$ cat config.mk
export PLATFORM = sky130hd
export DESIGN_NAME = ls_unit_flat
export DESIGN_NICKNAME = d
export VERILOG_FILES = /design/src/rtl/ls_unit_if.sv /design/src/rtl/ls_unit.sv /design/src/flat_wrapper.sv
export SDC_FILE = /design/constraint.sdc
export NUM_CORES = 1
export LEC_CHECK = 0
export ABC_AREA = 1
export ABC_CLOCK_PERIOD_IN_PS = 2300
export BUFFER_PORTS_ARGS = -buffer_cell sky130_fd_sc_hd__buf_2
export CAP_MARGIN = 5
export CORE_ASPECT_RATIO = 1.5
export CORE_MARGIN = 2
export CORE_UTILIZATION = 45
export DETAILED_ROUTE_END_ITERATION = 10
export HOLD_SLACK_MARGIN = 0.1
export PLACE_DENSITY = 0.75
export SYNTH_ARGS = -nofsm -noshare
export SYNTH_HDL_FRONTEND = slang
export SYNTH_SLANG_ARGS = --single-unit
$ cat constraint.sdc
create_clock -name clk_i -period 2.3 [get_ports clk_i]
set_input_delay 0.23 -clock clk_i [delete_from_list [all_inputs] [get_ports clk_i]]
set_output_delay 0.23 -clock clk_i [all_outputs]
set_load 0.01 [all_outputs]
$ cat src/rtl/ls_unit_if.sv
// Load/store unit connection bundle: upstream entry, memory bus and writeback port.
// Signal names keep the unit's point of view (_i into the unit, _o out of it).
interface ls_unit_if #(
    parameter int XLEN = 32
);
    logic            m_valid_i;
    logic            m_ready_o;
    logic [XLEN-1:0] m_pc_i;
    logic [4:0]      m_rd_i;
    logic            m_wenReg_i;
    logic            m_wenMem_i;
    logic            m_renMem_i;
    logic            m_is_load_signed_i;
    logic [3:0]      m_mask_i;
    logic [XLEN-1:0] m_res_i;
    logic [XLEN-1:0] m_src2_i;

    logic            mem_req_o;
    logic            mem_we_o;
    logic [XLEN-1:0] mem_addr_o;
    logic [XLEN-1:0] mem_wdata_o;
    logic [3:0]      mem_wstrb_o;
    logic            mem_ack_i;
    logic [XLEN-1:0] mem_rdata_i;

    logic            w_valid_o;
    logic            w_ready_i;
    logic [XLEN-1:0] w_pc_o;
    logic [4:0]      w_rd_o;
    logic            w_wenReg_o;
    logic [XLEN-1:0] w_res_o;
    logic            w_misal_o;
    logic [4:0]      byp_rd_o;

    modport master (
        output m_valid_i, m_pc_i, m_rd_i, m_wenReg_i, m_wenMem_i, m_renMem_i,
               m_is_load_signed_i, m_mask_i, m_res_i, m_src2_i,
               mem_ack_i, mem_rdata_i, w_ready_i,
        input  m_ready_o, mem_req_o, mem_we_o, mem_addr_o, mem_wdata_o, mem_wstrb_o,
               w_valid_o, w_pc_o, w_rd_o, w_wenReg_o, w_res_o, w_misal_o, byp_rd_o
    );

    modport slave (
        input  m_valid_i, m_pc_i, m_rd_i, m_wenReg_i, m_wenMem_i, m_renMem_i,
               m_is_load_signed_i, m_mask_i, m_res_i, m_src2_i,
               mem_ack_i, mem_rdata_i, w_ready_i,
        output m_ready_o, mem_req_o, mem_we_o, mem_addr_o, mem_wdata_o, mem_wstrb_o,
               w_valid_o, w_pc_o, w_rd_o, w_wenReg_o, w_res_o, w_misal_o, byp_rd_o
    );
endinterface

$ cat src/rtl/ls_unit.sv
// Single-entry load/store stage: accepts one entry, runs at most one bus access,
// then holds the result for writeback. Misaligned accesses skip the bus.
module ls_unit #(
    parameter int XLEN = 32
) (
    input  logic        clk_i,
    input  logic        rst_i,
    ls_unit_if.slave    bus
);
    localparam logic [1:0] ST_IDLE = 2'd0;
    localparam logic [1:0] ST_BUS  = 2'd1;
    localparam logic [1:0] ST_HOLD = 2'd2;

    localparam logic [1:0] SZ_BYTE = 2'd0;
    localparam logic [1:0] SZ_HALF = 2'd1;
    localparam logic [1:0] SZ_WORD = 2'd2;

    logic [1:0]      state_q, state_d;
    logic [XLEN-1:0] pc_q, pc_d;
    logic [4:0]      rd_q, rd_d;
    logic            wen_reg_q, wen_reg_d;
    logic            misal_q, misal_d;
    logic            we_q, we_d;
    logic            signed_q, signed_d;
    logic [1:0]      size_q, size_d;
    logic [1:0]      off_q, off_d;
    logic [XLEN-1:0] res_q, res_d;
    logic [XLEN-1:0] addr_q, addr_d;
    logic [XLEN-1:0] wdata_q, wdata_d;
    logic [3:0]      wstrb_q, wstrb_d;

    logic [1:0]      in_size;
    logic [1:0]      in_off;
    logic [3:0]      in_mask;
    logic            in_mem;
    logic            in_misal;
    logic            m_ready;
    logic            accept;
    logic [XLEN-1:0] shifted;
    logic [XLEN-1:0] load_data;

    // Odd mask encodings fall back to word size.
    always_comb begin
        in_size = SZ_WORD;
        in_mask = 4'b1111;
        if (bus.m_mask_i == 4'b0001) begin
            in_size = SZ_BYTE;
            in_mask = 4'b0001;
        end else if (bus.m_mask_i == 4'b0011) begin
            in_size = SZ_HALF;
            in_mask = 4'b0011;
        end
    end

    assign in_off   = bus.m_res_i[1:0];
    assign in_mem   = bus.m_wenMem_i | bus.m_renMem_i;
    assign in_misal = in_mem & (((in_size == SZ_HALF) & in_off[0]) |
                                ((in_size == SZ_WORD) & (in_off != 2'b00)));

    assign m_ready = rst_i & ((state_q == ST_IDLE) | ((state_q == ST_HOLD) & bus.w_ready_i));
    assign accept  = bus.m_valid_i & m_ready;

    assign shifted = bus.mem_rdata_i >> {off_q, 3'b000};

    always_comb begin
        case (size_q)
            SZ_BYTE: load_data = {{(XLEN-8){signed_q & shifted[7]}}, shifted[7:0]};
            SZ_HALF: load_data = {{(XLEN-16){signed_q & shifted[15]}}, shifted[15:0]};
            default: load_data = bus.mem_rdata_i;
        endcase
    end

    // NOTE: every _d starts from its _q so no path through this block can infer a latch.
    always_comb begin
        state_d   = state_q;
        pc_d      = pc_q;
        rd_d      = rd_q;
        wen_reg_d = wen_reg_q;
        misal_d   = misal_q;
        we_d      = we_q;
        signed_d  = signed_q;
        size_d    = size_q;
        off_d     = off_q;
        res_d     = res_q;
        addr_d    = addr_q;
        wdata_d   = wdata_q;
        wstrb_d   = wstrb_q;
        case (state_q)
            ST_BUS: begin
                if (bus.mem_ack_i) begin
                    if (!we_q) res_d = load_data;
                    state_d = ST_HOLD;
                end
            end
            ST_IDLE, ST_HOLD: begin
                if (state_q == ST_HOLD && bus.w_ready_i) state_d = ST_IDLE;
                if (accept) begin
                    pc_d      = bus.m_pc_i;
                    rd_d      = bus.m_rd_i;
                    wen_reg_d = bus.m_wenReg_i & ~in_misal;
                    misal_d   = in_misal;
                    we_d      = bus.m_wenMem_i;
                    signed_d  = bus.m_is_load_signed_i;
                    size_d    = in_size;
                    off_d     = in_off;
                    // Address doubles as the result for stores and misaligned accesses.
                    res_d     = bus.m_res_i;
                    addr_d    = {bus.m_res_i[XLEN-1:2], 2'b00};
                    wdata_d   = bus.m_src2_i << {in_off, 3'b000};
                    wstrb_d   = in_mask << in_off;
                    state_d   = (in_mem && !in_misal) ? ST_BUS : ST_HOLD;
                end
            end
            default: state_d = ST_IDLE;
        endcase
    end

    // NOTE: sequential state uses non-blocking assignments only; the reset clears every
    // flop so all outputs read zero while rst_i is low.
    always_ff @(posedge clk_i or negedge rst_i) begin
        if (!rst_i) begin
            state_q   <= ST_IDLE;
            pc_q      <= '0;
            rd_q      <= '0;
            wen_reg_q <= 1'b0;
            misal_q   <= 1'b0;
            we_q      <= 1'b0;
            signed_q  <= 1'b0;
            size_q    <= SZ_BYTE;
            off_q     <= '0;
            res_q     <= '0;
            addr_q    <= '0;
            wdata_q   <= '0;
            wstrb_q   <= '0;
        end else begin
            state_q   <= state_d;
            pc_q      <= pc_d;
            rd_q      <= rd_d;
            wen_reg_q <= wen_reg_d;
            misal_q   <= misal_d;
            we_q      <= we_d;
            signed_q  <= signed_d;
            size_q    <= size_d;
            off_q     <= off_d;
            res_q     <= res_d;
            addr_q    <= addr_d;
            wdata_q   <= wdata_d;
            wstrb_q   <= wstrb_d;
        end
    end

    assign bus.m_ready_o   = m_ready;
    assign bus.mem_req_o   = (state_q == ST_BUS);
    assign bus.mem_we_o    = we_q;
    assign bus.mem_addr_o  = addr_q;
    assign bus.mem_wdata_o = wdata_q;
    assign bus.mem_wstrb_o = wstrb_q;
    assign bus.w_valid_o   = (state_q == ST_HOLD);
    assign bus.w_pc_o      = pc_q;
    assign bus.w_rd_o      = rd_q;
    assign bus.w_wenReg_o  = wen_reg_q;
    assign bus.w_res_o     = res_q;
    assign bus.w_misal_o   = misal_q;
    assign bus.byp_rd_o    = ((state_q == ST_BUS) || (state_q == ST_HOLD)) ? rd_q : 5'd0;
endmodule

$ cat src/flat_wrapper.sv
// flat-port wrapper written by rule: the top's interface ports become plain ports
module ls_unit_flat 
#(
    parameter int XLEN = 32
)
  (clk_i, rst_i, bus_m_valid_i, bus_m_pc_i, bus_m_rd_i, bus_m_wenReg_i, bus_m_wenMem_i, bus_m_renMem_i, bus_m_is_load_signed_i, bus_m_mask_i, bus_m_res_i, bus_m_src2_i, bus_mem_ack_i, bus_mem_rdata_i, bus_w_ready_i, bus_m_ready_o, bus_mem_req_o, bus_mem_we_o, bus_mem_addr_o, bus_mem_wdata_o, bus_mem_wstrb_o, bus_w_valid_o, bus_w_pc_o, bus_w_rd_o, bus_w_wenReg_o, bus_w_res_o, bus_w_misal_o, bus_byp_rd_o);
  ls_unit_if #(.XLEN(XLEN)) bus_i ();
  input  logic clk_i;
  input  logic rst_i;
  input wire logic [$bits(bus_i.m_valid_i)-1:0] bus_m_valid_i;
  input wire logic [$bits(bus_i.m_pc_i)-1:0] bus_m_pc_i;
  input wire logic [$bits(bus_i.m_rd_i)-1:0] bus_m_rd_i;
  input wire logic [$bits(bus_i.m_wenReg_i)-1:0] bus_m_wenReg_i;
  input wire logic [$bits(bus_i.m_wenMem_i)-1:0] bus_m_wenMem_i;
  input wire logic [$bits(bus_i.m_renMem_i)-1:0] bus_m_renMem_i;
  input wire logic [$bits(bus_i.m_is_load_signed_i)-1:0] bus_m_is_load_signed_i;
  input wire logic [$bits(bus_i.m_mask_i)-1:0] bus_m_mask_i;
  input wire logic [$bits(bus_i.m_res_i)-1:0] bus_m_res_i;
  input wire logic [$bits(bus_i.m_src2_i)-1:0] bus_m_src2_i;
  input wire logic [$bits(bus_i.mem_ack_i)-1:0] bus_mem_ack_i;
  input wire logic [$bits(bus_i.mem_rdata_i)-1:0] bus_mem_rdata_i;
  input wire logic [$bits(bus_i.w_ready_i)-1:0] bus_w_ready_i;
  output wire logic [$bits(bus_i.m_ready_o)-1:0] bus_m_ready_o;
  output wire logic [$bits(bus_i.mem_req_o)-1:0] bus_mem_req_o;
  output wire logic [$bits(bus_i.mem_we_o)-1:0] bus_mem_we_o;
  output wire logic [$bits(bus_i.mem_addr_o)-1:0] bus_mem_addr_o;
  output wire logic [$bits(bus_i.mem_wdata_o)-1:0] bus_mem_wdata_o;
  output wire logic [$bits(bus_i.mem_wstrb_o)-1:0] bus_mem_wstrb_o;
  output wire logic [$bits(bus_i.w_valid_o)-1:0] bus_w_valid_o;
  output wire logic [$bits(bus_i.w_pc_o)-1:0] bus_w_pc_o;
  output wire logic [$bits(bus_i.w_rd_o)-1:0] bus_w_rd_o;
  output wire logic [$bits(bus_i.w_wenReg_o)-1:0] bus_w_wenReg_o;
  output wire logic [$bits(bus_i.w_res_o)-1:0] bus_w_res_o;
  output wire logic [$bits(bus_i.w_misal_o)-1:0] bus_w_misal_o;
  output wire logic [$bits(bus_i.byp_rd_o)-1:0] bus_byp_rd_o;
  assign bus_i.m_valid_i = bus_m_valid_i;
  assign bus_i.m_pc_i = bus_m_pc_i;
  assign bus_i.m_rd_i = bus_m_rd_i;
  assign bus_i.m_wenReg_i = bus_m_wenReg_i;
  assign bus_i.m_wenMem_i = bus_m_wenMem_i;
  assign bus_i.m_renMem_i = bus_m_renMem_i;
  assign bus_i.m_is_load_signed_i = bus_m_is_load_signed_i;
  assign bus_i.m_mask_i = bus_m_mask_i;
  assign bus_i.m_res_i = bus_m_res_i;
  assign bus_i.m_src2_i = bus_m_src2_i;
  assign bus_i.mem_ack_i = bus_mem_ack_i;
  assign bus_i.mem_rdata_i = bus_mem_rdata_i;
  assign bus_i.w_ready_i = bus_w_ready_i;
  assign bus_m_ready_o = bus_i.m_ready_o;
  assign bus_mem_req_o = bus_i.mem_req_o;
  assign bus_mem_we_o = bus_i.mem_we_o;
  assign bus_mem_addr_o = bus_i.mem_addr_o;
  assign bus_mem_wdata_o = bus_i.mem_wdata_o;
  assign bus_mem_wstrb_o = bus_i.mem_wstrb_o;
  assign bus_w_valid_o = bus_i.w_valid_o;
  assign bus_w_pc_o = bus_i.w_pc_o;
  assign bus_w_rd_o = bus_i.w_rd_o;
  assign bus_w_wenReg_o = bus_i.w_wenReg_o;
  assign bus_w_res_o = bus_i.w_res_o;
  assign bus_w_misal_o = bus_i.w_misal_o;
  assign bus_byp_rd_o = bus_i.byp_rd_o;
  ls_unit #(.XLEN(XLEN)) u_core (.clk_i(clk_i), .rst_i(rst_i), .bus(bus_i));
endmodule
==> metrics.md, run 1 <==
| Metric | Value |
|---|---|
| Main synth FF type | `dfrtp_1` |
| MaxCap Viol Count | `0` |
| Number of vias per cell | `4.872` |
| CP Launch Type | `register` |
| Final Setup Violations | `0` |
| # fillers | `1421` |
| Critical path required time | `2.56 ns` |
| Final Hold Fails | `0` |
| CTS tree | `built` |
| P_leak | `5.889 nW` |
| DRT Pass-1 Iters | `5` |
| Hold Buf Count CTS | `66` |
| Synth cell types | `31` |
| Number of buffers created by CTS | `17` |
| Register area | `3628 um2` |
| Slew margin rel. | `0.4953` |
| Largest net degree at the start of global routing | `146` |
| # resized after CTS | `0` |
| Yosys top cell by area | `dfrtp_1` |
| H-tree level count | `4` |
| Routed wire length | `22810 um` |
| Post-layout min period | `2.017 ns` |
| Number of synthesized flops with an enable pin | `0` |
| Worst vdd ir | `0.6833 mV` |
| Clk Latency, worst-skew pair | `0.42 ns` |
| Critical setup path kind | `reg2reg` |
| Syn_area_per_cell | `7.619 um2` |
| Fin. max-slew vios | `0` |
| Remaining antenna violation count | `0` |
| Die ar. | `17730 um2` |
| 1st-iter DRT viols | `483` |
| Worst min path class | `in2reg` |
| CP Capture Type | `register` |
| CTS sink cnt | `145` |
| Post-CTS setup buffers | `0` |
| Synth top area cells | `dfrtp_1, nand2_1, o21ai_0` |
| Antenna violations before repair | `1` |
| Via count | `7484` |
| Most frequent cells after synthesis | `nand2_1, dfrtp_1, inv_1` |
| Wire per inst | `14.85 um` |
| Pwr Density | `1157 nW/um2` |
| Synthesis-stage register bit count | `145` |
| Starting Density | `0.4611` |
| DIE HEIGHT | `162.1 um` |
| Area Growth Syn to Fin | `36.28%` |
| Final period util | `0.8772` |
| Clk slew on worst S/H paths | `0.06 ns` |
| Root Driver | `clkbuf_16` |
| Final Skew | `0.01326 ns` |
| Std-Cell Rows | `57` |
| Unrepaired setup endpoints after global routing | `false` |
| Core Region | `16260 um2` |
| Final HPWL DP | `16020 um` |
| Layout cells sized above 1 | `0.2835` |
| Deepest clock path buffer count | `2` |
| Reg2Reg Depth | `7` |
| YS warnings | `0` |
| CP arrival | `2.28 ns` |
| Post-Route Setup TNS | `0 ns` |
| FFs w/ async S/R, synth | `1.000` |
| First-pass GRT wire length | `35850 um` |
| GR Overflow Total | `0` |
| Top-count cell post-synth | `nand2_1` |
| Port Buf Inserts | `291` |
| Die Wd | `109.4 um` |
| Cells after Synth | `984` |
| Peak Freq | `495.7 MHz` |
| Nets | `1468` |
| Total power | `11.82 mW` |
| Multi-input logic area | `3075 um2` |
| Outcome | `finished, final reports clean` |
| DRC viols | `0` |
| GRT Overall Usage | `0.2594` |
| Number of global-route vias before repair | `7331` |
| Crit-path max FO | `68` |
| Placer congestion estimate | `0.9179` |
| Hold path cells | `3` |
| Synth Cell Area | `7497 um2` |
| IO Pins | `294` |
| Worst Tran Pin Value | `0.7570 ns` |
| Share of the synthesized area in the top cell type | `0.4840` |
| ANT cells | `0` |
| Seq/Total Area, Yosys | `0.4840` |
## cells in the final DEF (no fill, tap or decap), types with 2 or more instances in the layout
master / Yosys / routed
buf_4: 3 / 8
a21oi_2: 2 / 2
clkinv_2: 1 / 4
nor2_1: 25 / 25
a22o_1: 8 / 8
clkbuf_16: 0 / 17
nand3_4: 3 / 3
a21oi_1: 49 / 49
ha_1: 4 / 4
o31ai_1: 2 / 2
o21ai_1: 10 / 10
nor2_8: 2 / 2
inv_2: 5 / 5
o21ai_2: 19 / 19
dfrtp_1: 145 / 145
nand2_1: 405 / 404
nor3_1: 2 / 2
inv_6: 0 / 6
o21ai_0: 88 / 88
buf_2: 15 / 290
nand3_1: 33 / 33
dlygate4sd3_1: 0 / 66
conb_1: 1 / 2
o211ai_1: 8 / 8
nand2_2: 4 / 5
nor2_2: 3 / 3
buf_12: 0 / 4
inv_1: 106 / 106
## path summary, 6_finish.rpt
kind	from	end	slack, ns
worst max-delay path	u_core.state_q[0]$_DFFE_PN0P_	u_core.bus.mem_addr_o[21]$_DFFE_PN0P_	0.28
worst min-delay path	bus_m_res_i[26]	u_core.bus.mem_addr_o[26]$_DFFE_PN0P_	0.11
worst max register to register	u_core.state_q[0]$_DFFE_PN0P_	u_core.bus.mem_addr_o[21]$_DFFE_PN0P_	0.28
worst min register to register	u_core.bus.w_res_o[30]$_DFFE_PN0P_	u_core.bus.w_res_o[30]$_DFFE_PN0P_	0.47
max in group asynchronous	rst_i	u_core.bus.w_res_o[27]$_DFFE_PN0P_	1.18
min in group asynchronous	rst_i	u_core.bus.mem_wdata_o[12]$_DFFE_PN0P_	0.56
## registers in the layout, summed over array words and instances, names as in the netlist
register and flops:
u_core.bus.mem_addr_o 30, u_core.bus.mem_wdata_o 32, u_core.bus.mem_we_o 1, u_core.bus.mem_wstrb_o 4, u_core.bus.w_misal_o 1, u_core.bus.w_pc_o 32
u_core.bus.w_rd_o 5, u_core.bus.w_res_o 32, u_core.bus.w_wenReg_o 1, u_core.off_q 2, u_core.signed_q 1, u_core.size_q 2
u_core.state_q 2
## cell type report
| type | instances | share of cell area |
|---|---|---|
| Clock buffer | 18 | 0.04298 |
| Timing Repair Buffer | 369 | 0.2215 |
| Inverter | 113 | 0.04188 |
| Multi-Input combinational cell | 672 | 0.3010 |
| Sequential cell | 145 | 0.3551 |
| Clock inverter | 13 | 0.01225 |
| Tap cell | 206 | 0.02523 |
## cell families (layout without fill, tap and decap cells)
family	count (synthesis)	count (layout)	share of synthesized area
DFF	145	145	0.4840
other	1	2	0.0005002
buffers and inverters	168	513	0.1066
and+or+nand+nor	479	479	0.2592
adders and majority gates	4	4	0.006676
AOI/OAI and AO/OA	187	187	0.1430
## worst max-delay path, cell delays in order (launching register included)
cell and delay [ns]:
dfrtp_1 0.44, inv_1 0.09, ha_1 0.24, nand2_1 0.11, nand2_2 0.09, nand3_4 0.12, buf_4 0.56, o21ai_0 0.18
## stage by stage
step / instance area, um2 / instances / setup WS, ns / utilization / hold WS [ns]
after floorplan: 7501 / 985 / 0.6034 / - / -0.06559
after global placement: 8992 / 1439 / 0.3943 / 0.5530 / 0.4225
after detailed placement: 8992 / 1439 / 0.2758 / 0.5530 / 0.4255
after CTS: 10220 / 1536 / 0.2669 / 0.6283 / 0.1004
after global routing: 10220 / 1536 / 0.08964 / 0.6283 / 0.1061
final: 10220 / 1536 / 0.2825 / 0.6283 / 0.1067
## power by group
part / internal [mW] / leakage [nW] / switching (mW)
sequential: 3.62 / 1.81 / 0.670
clock: 1.53 / 0.280 / 1.13
combinational: 1.90 / 3.80 / 2.96
## metal layers
metal	wire length [um]	up-vias	global-route usage
met4	1037	0	0.1226
met2	11750	269	0.4526
met5	0	-	0
met1	8587	3422	0.2960
li1	-	3736	-
met3	1434	57	0.05698
No activity file was read; power rests on OpenSTA's default activity.
==> run 2: changes to the inputs <==
Settings changed: ABC_CLOCK_PERIOD_IN_PS 2300 to 1760, PLACE_DENSITY 0.75 to 0.78.
Clock period 2.3 ns to 1.76 ns, I/O delays scaled along.
==> run 2 against run 1 <==
The flow now finishes with violations (negative hold slack). Routed wire length increased by 6.3%. Register-to-register slack worse by 0.26 ns. Die area unchanged. Clock power grew 38%. Sequential share of layout area is 2.4 points lower. Flip-flop and latch count stayed put. Combinational power up 49%. Non-clock buffer count grew 49. First-iteration DRC count is the same. Power increased by 40%. Clock-buffer cell count shrank 1. Critical path type unchanged. Largest cell class unchanged.
==> metrics.md, run 2 (synthesized netlist as in run 1, its figures left out) <==
| Metric | Value |
|---|---|
| Outcome | `complete, but fails checks` |
| Failing checks | `negative hold slack` |
| Core Region | `16260 um2 (unchanged)` |
| Register area | `3628 um2 (unchanged)` |
| GRT Overall Usage | `0.2730 (+0.01362)` |
| Pwr Density | `1507 nW/um2 (+30%)` |
| Remaining antenna violation count | `0 (unchanged)` |
| Number of buffers created by CTS | `17 (unchanged)` |
| Crit-path max FO | `16 (-76%)` |
| 1st-iter DRT viols | `483 (unchanged)` |
| Starting Density | `0.4611 (unchanged)` |
| Hold Buf Count CTS | `81 (+23%)` |
| Largest net degree at the start of global routing | `101 (-31%)` |
| MaxCap Viol Count | `0 (unchanged)` |
| IO Pins | `294 (unchanged)` |
| Die Wd | `109.4 um (unchanged)` |
| ANT cells | `0 (unchanged)` |
| Reg2Reg Depth | `10 (+3)` |
| CP Capture Type | `register` |
| Multi-input logic area | `3201 um2 (+4.1%)` |
| Met2 WL | `12860 um (+9.5%)` |
| Clk slew on worst S/H paths | `0.06 ns (about the same)` |
| DRC viols | `0 (unchanged)` |
| DRT Pass-1 Iters | `5 (unchanged)` |
| Worst vdd ir | `0.8629 mV (+26%)` |
| Critical setup path kind | `reg2reg` |
| Clk Latency, worst-skew pair | `0.42 ns (about the same)` |
| Post-layout min period | `1.742 ns (-0.2756 ns)` |
| First-pass GRT wire length | `37430 um (+4.4%)` |
| DIE HEIGHT | `162.1 um (unchanged)` |
| Std-Cell Rows | `57 (unchanged)` |
| Total power | `16.51 mW (+40%)` |
| Layout cells sized above 1 | `0.3159 (+0.03248)` |
| Critical path required time | `2.12 ns (-0.44 ns)` |
| GR Overflow Total | `0 (unchanged)` |
| Number of vias per cell | `4.941 (+1.4%)` |
| Deepest clock path buffer count | `2 (unchanged)` |
| Most common cell after layout, fill and taps aside | `nand2_1` |
| Routed wire length | `24250 um (+6.3%)` |
| Nets | `1517 (+3.3%)` |
| R2R setup slack | `0.02 ns (-0.26 ns)` |
| Peak Freq | `574.1 MHz (+16%)` |
| Commonest non-fill, non-tap cells in the layout | `nand2_1, buf_2, dfrtp_1, inv_1, o21ai_0` |
| Worst Tran Pin Value | `0.5795 ns (-0.1775 ns)` |
| Worst min path class | `in2async` |
| Reg2reg end | `u_core.bus.w_res_o[17]$_DFFE_PN0P_` |
| Fin. max-slew vios | `0 (unchanged)` |
| Final period util | `0.9897 (+0.1126)` |
| Slew margin rel. | `0.6137 (+0.1183)` |
| Antenna violations before repair | `0 (-1)` |
| Via count | `7837 (+4.7%)` |
| R2r startpoint | `u_core.state_q[0]$_DFFE_PN0P_` |
| WHS | `-0.1752 ns (-0.2819 ns)` |
| Root Driver | `clkbuf_16` |
| Final Hold Fails | `145 (+145)` |
| H-tree level count | `4 (unchanged)` |
| Met3 WL | `1473 um (+2.7%)` |
| CP Launch Type | `register` |
| Area Growth Syn to Fin | `46.16%` |
| P_leak | `6.199 nW (+5.3%)` |
| Port Buf Inserts | `291 (unchanged)` |
| # fillers | `1358 (-4.4%)` |
| Unrepaired setup endpoints after global routing | `true` |
| Top Layer Used | `met4` |
| Wire per inst | `15.29 um (+3.0%)` |
| CTS tree | `built` |
| CP arrival | `2.10 ns (-0.18 ns)` |
| Final HPWL DP | `16600 um (+3.6%)` |
| Die ar. | `17730 um2 (unchanged)` |
| Placer congestion estimate | `0.9462 (+3.1%)` |
| Final Skew | `0.006437 ns (-0.006827 ns)` |
| M1 wire length | `8979 um (+4.6%)` |
| CTS sink cnt | `145 (unchanged)` |
| Number of global-route vias before repair | `7676 (+4.7%)` |
| Final Setup Violations | `0 (unchanged)` |
==> run 2: repair_timing <==
action / CTS / global route
pin swaps: 1 / 4
hold endpoints to repair: 235 / 145
cloned: 1 / 1
gates resized for setup: 13 / 40
buffers inserted: 3 / 4
endpoints found under the setup margin: 98 / 59
==> run 2: final cells by class <==
type	instances	share of cell area
Clock buffer	17	0.03882
Timing Repair Buffer	418	0.2584
Inverter	113	0.04008
Clock inverter	15	0.01599
Multi-Input combinational cell	672	0.2921
Tap cell	206	0.02352
Sequential cell	145	0.3311
==> run 2: metal layers <==
layer	GRT usage	vias up
met5	0	-
met4	0.1283	0
met3	0.05778	59
met2	0.4879	311
met1	0.3025	3638
li1	-	3829
==> run 2: power by group <==
group	total [mW]	internal [mW]	switching, mW
clock	3.69	2.13	1.56
sequential	5.58	4.73	0.847
combinational	7.24	3.06	4.18
total	16.5	9.93	6.59
==> run 2: worst max path at each step <==
stage,startpoint,end,slack (ns),cells past startpoint
final,u_core.state_q[0]$_DFFE_PN0P_,u_core.bus.w_res_o[17]$_DFFE_PN0P_,0.02,10
after global routing,u_core.state_q[0]$_DFFE_PN0P_,u_core.bus.w_res_o[17]$_DFFE_PN0P_,-0.09,10
after CTS,u_core.state_q[1]$_DFFE_PN0P_,bus_m_ready_o,0.005,7
after detailed placement,u_core.state_q[0]$_DFFE_PN0P_,u_core.bus.w_pc_o[2]$_DFFE_PN0P_,-0.08,10
after global placement,u_core.state_q[0]$_DFFE_PN0P_,u_core.bus.w_res_o[1]$_DFFE_PN0P_,0.03,11
after floorplan,u_core.state_q[0]$_DFFE_PN0P_,u_core.bus.mem_wstrb_o[1]$_DFFE_PN0P_,0.06,10
==> run 2: worst max-delay path, stage by stage, from the launching register on <==
cell and delay (ns):
dfrtp_1 0.41, buf_4 0.15, ha_2 0.18, nand2_1 0.05
inv_1 0.06, nor3_4 0.29, nand2_8 0.12, buf_8 0.17
a21oi_1 0.12, nand2_1 0.07, nand2_1 0.06
==> run 2: stage by stage <==
step / area, um2 / worst slack (ns) / util / setup TNS [ns] / instances
3_3_place_gp: 9255 / 0.02899 / 0.5692 / 0 / 1464
2_1_floorplan: 7501 / 0.06336 / - / 0 / 985
6_report: 10960 / 0.01809 / 0.6739 / 0 / 1586
5_1_grt: 10960 / -0.09045 / 0.6739 / -1.249 / 1586
3_5_place_dp: 9255 / -0.08297 / 0.5692 / -3.209 / 1464
4_1_cts: 10780 / 0.004536 / 0.6629 / 0 / 1581
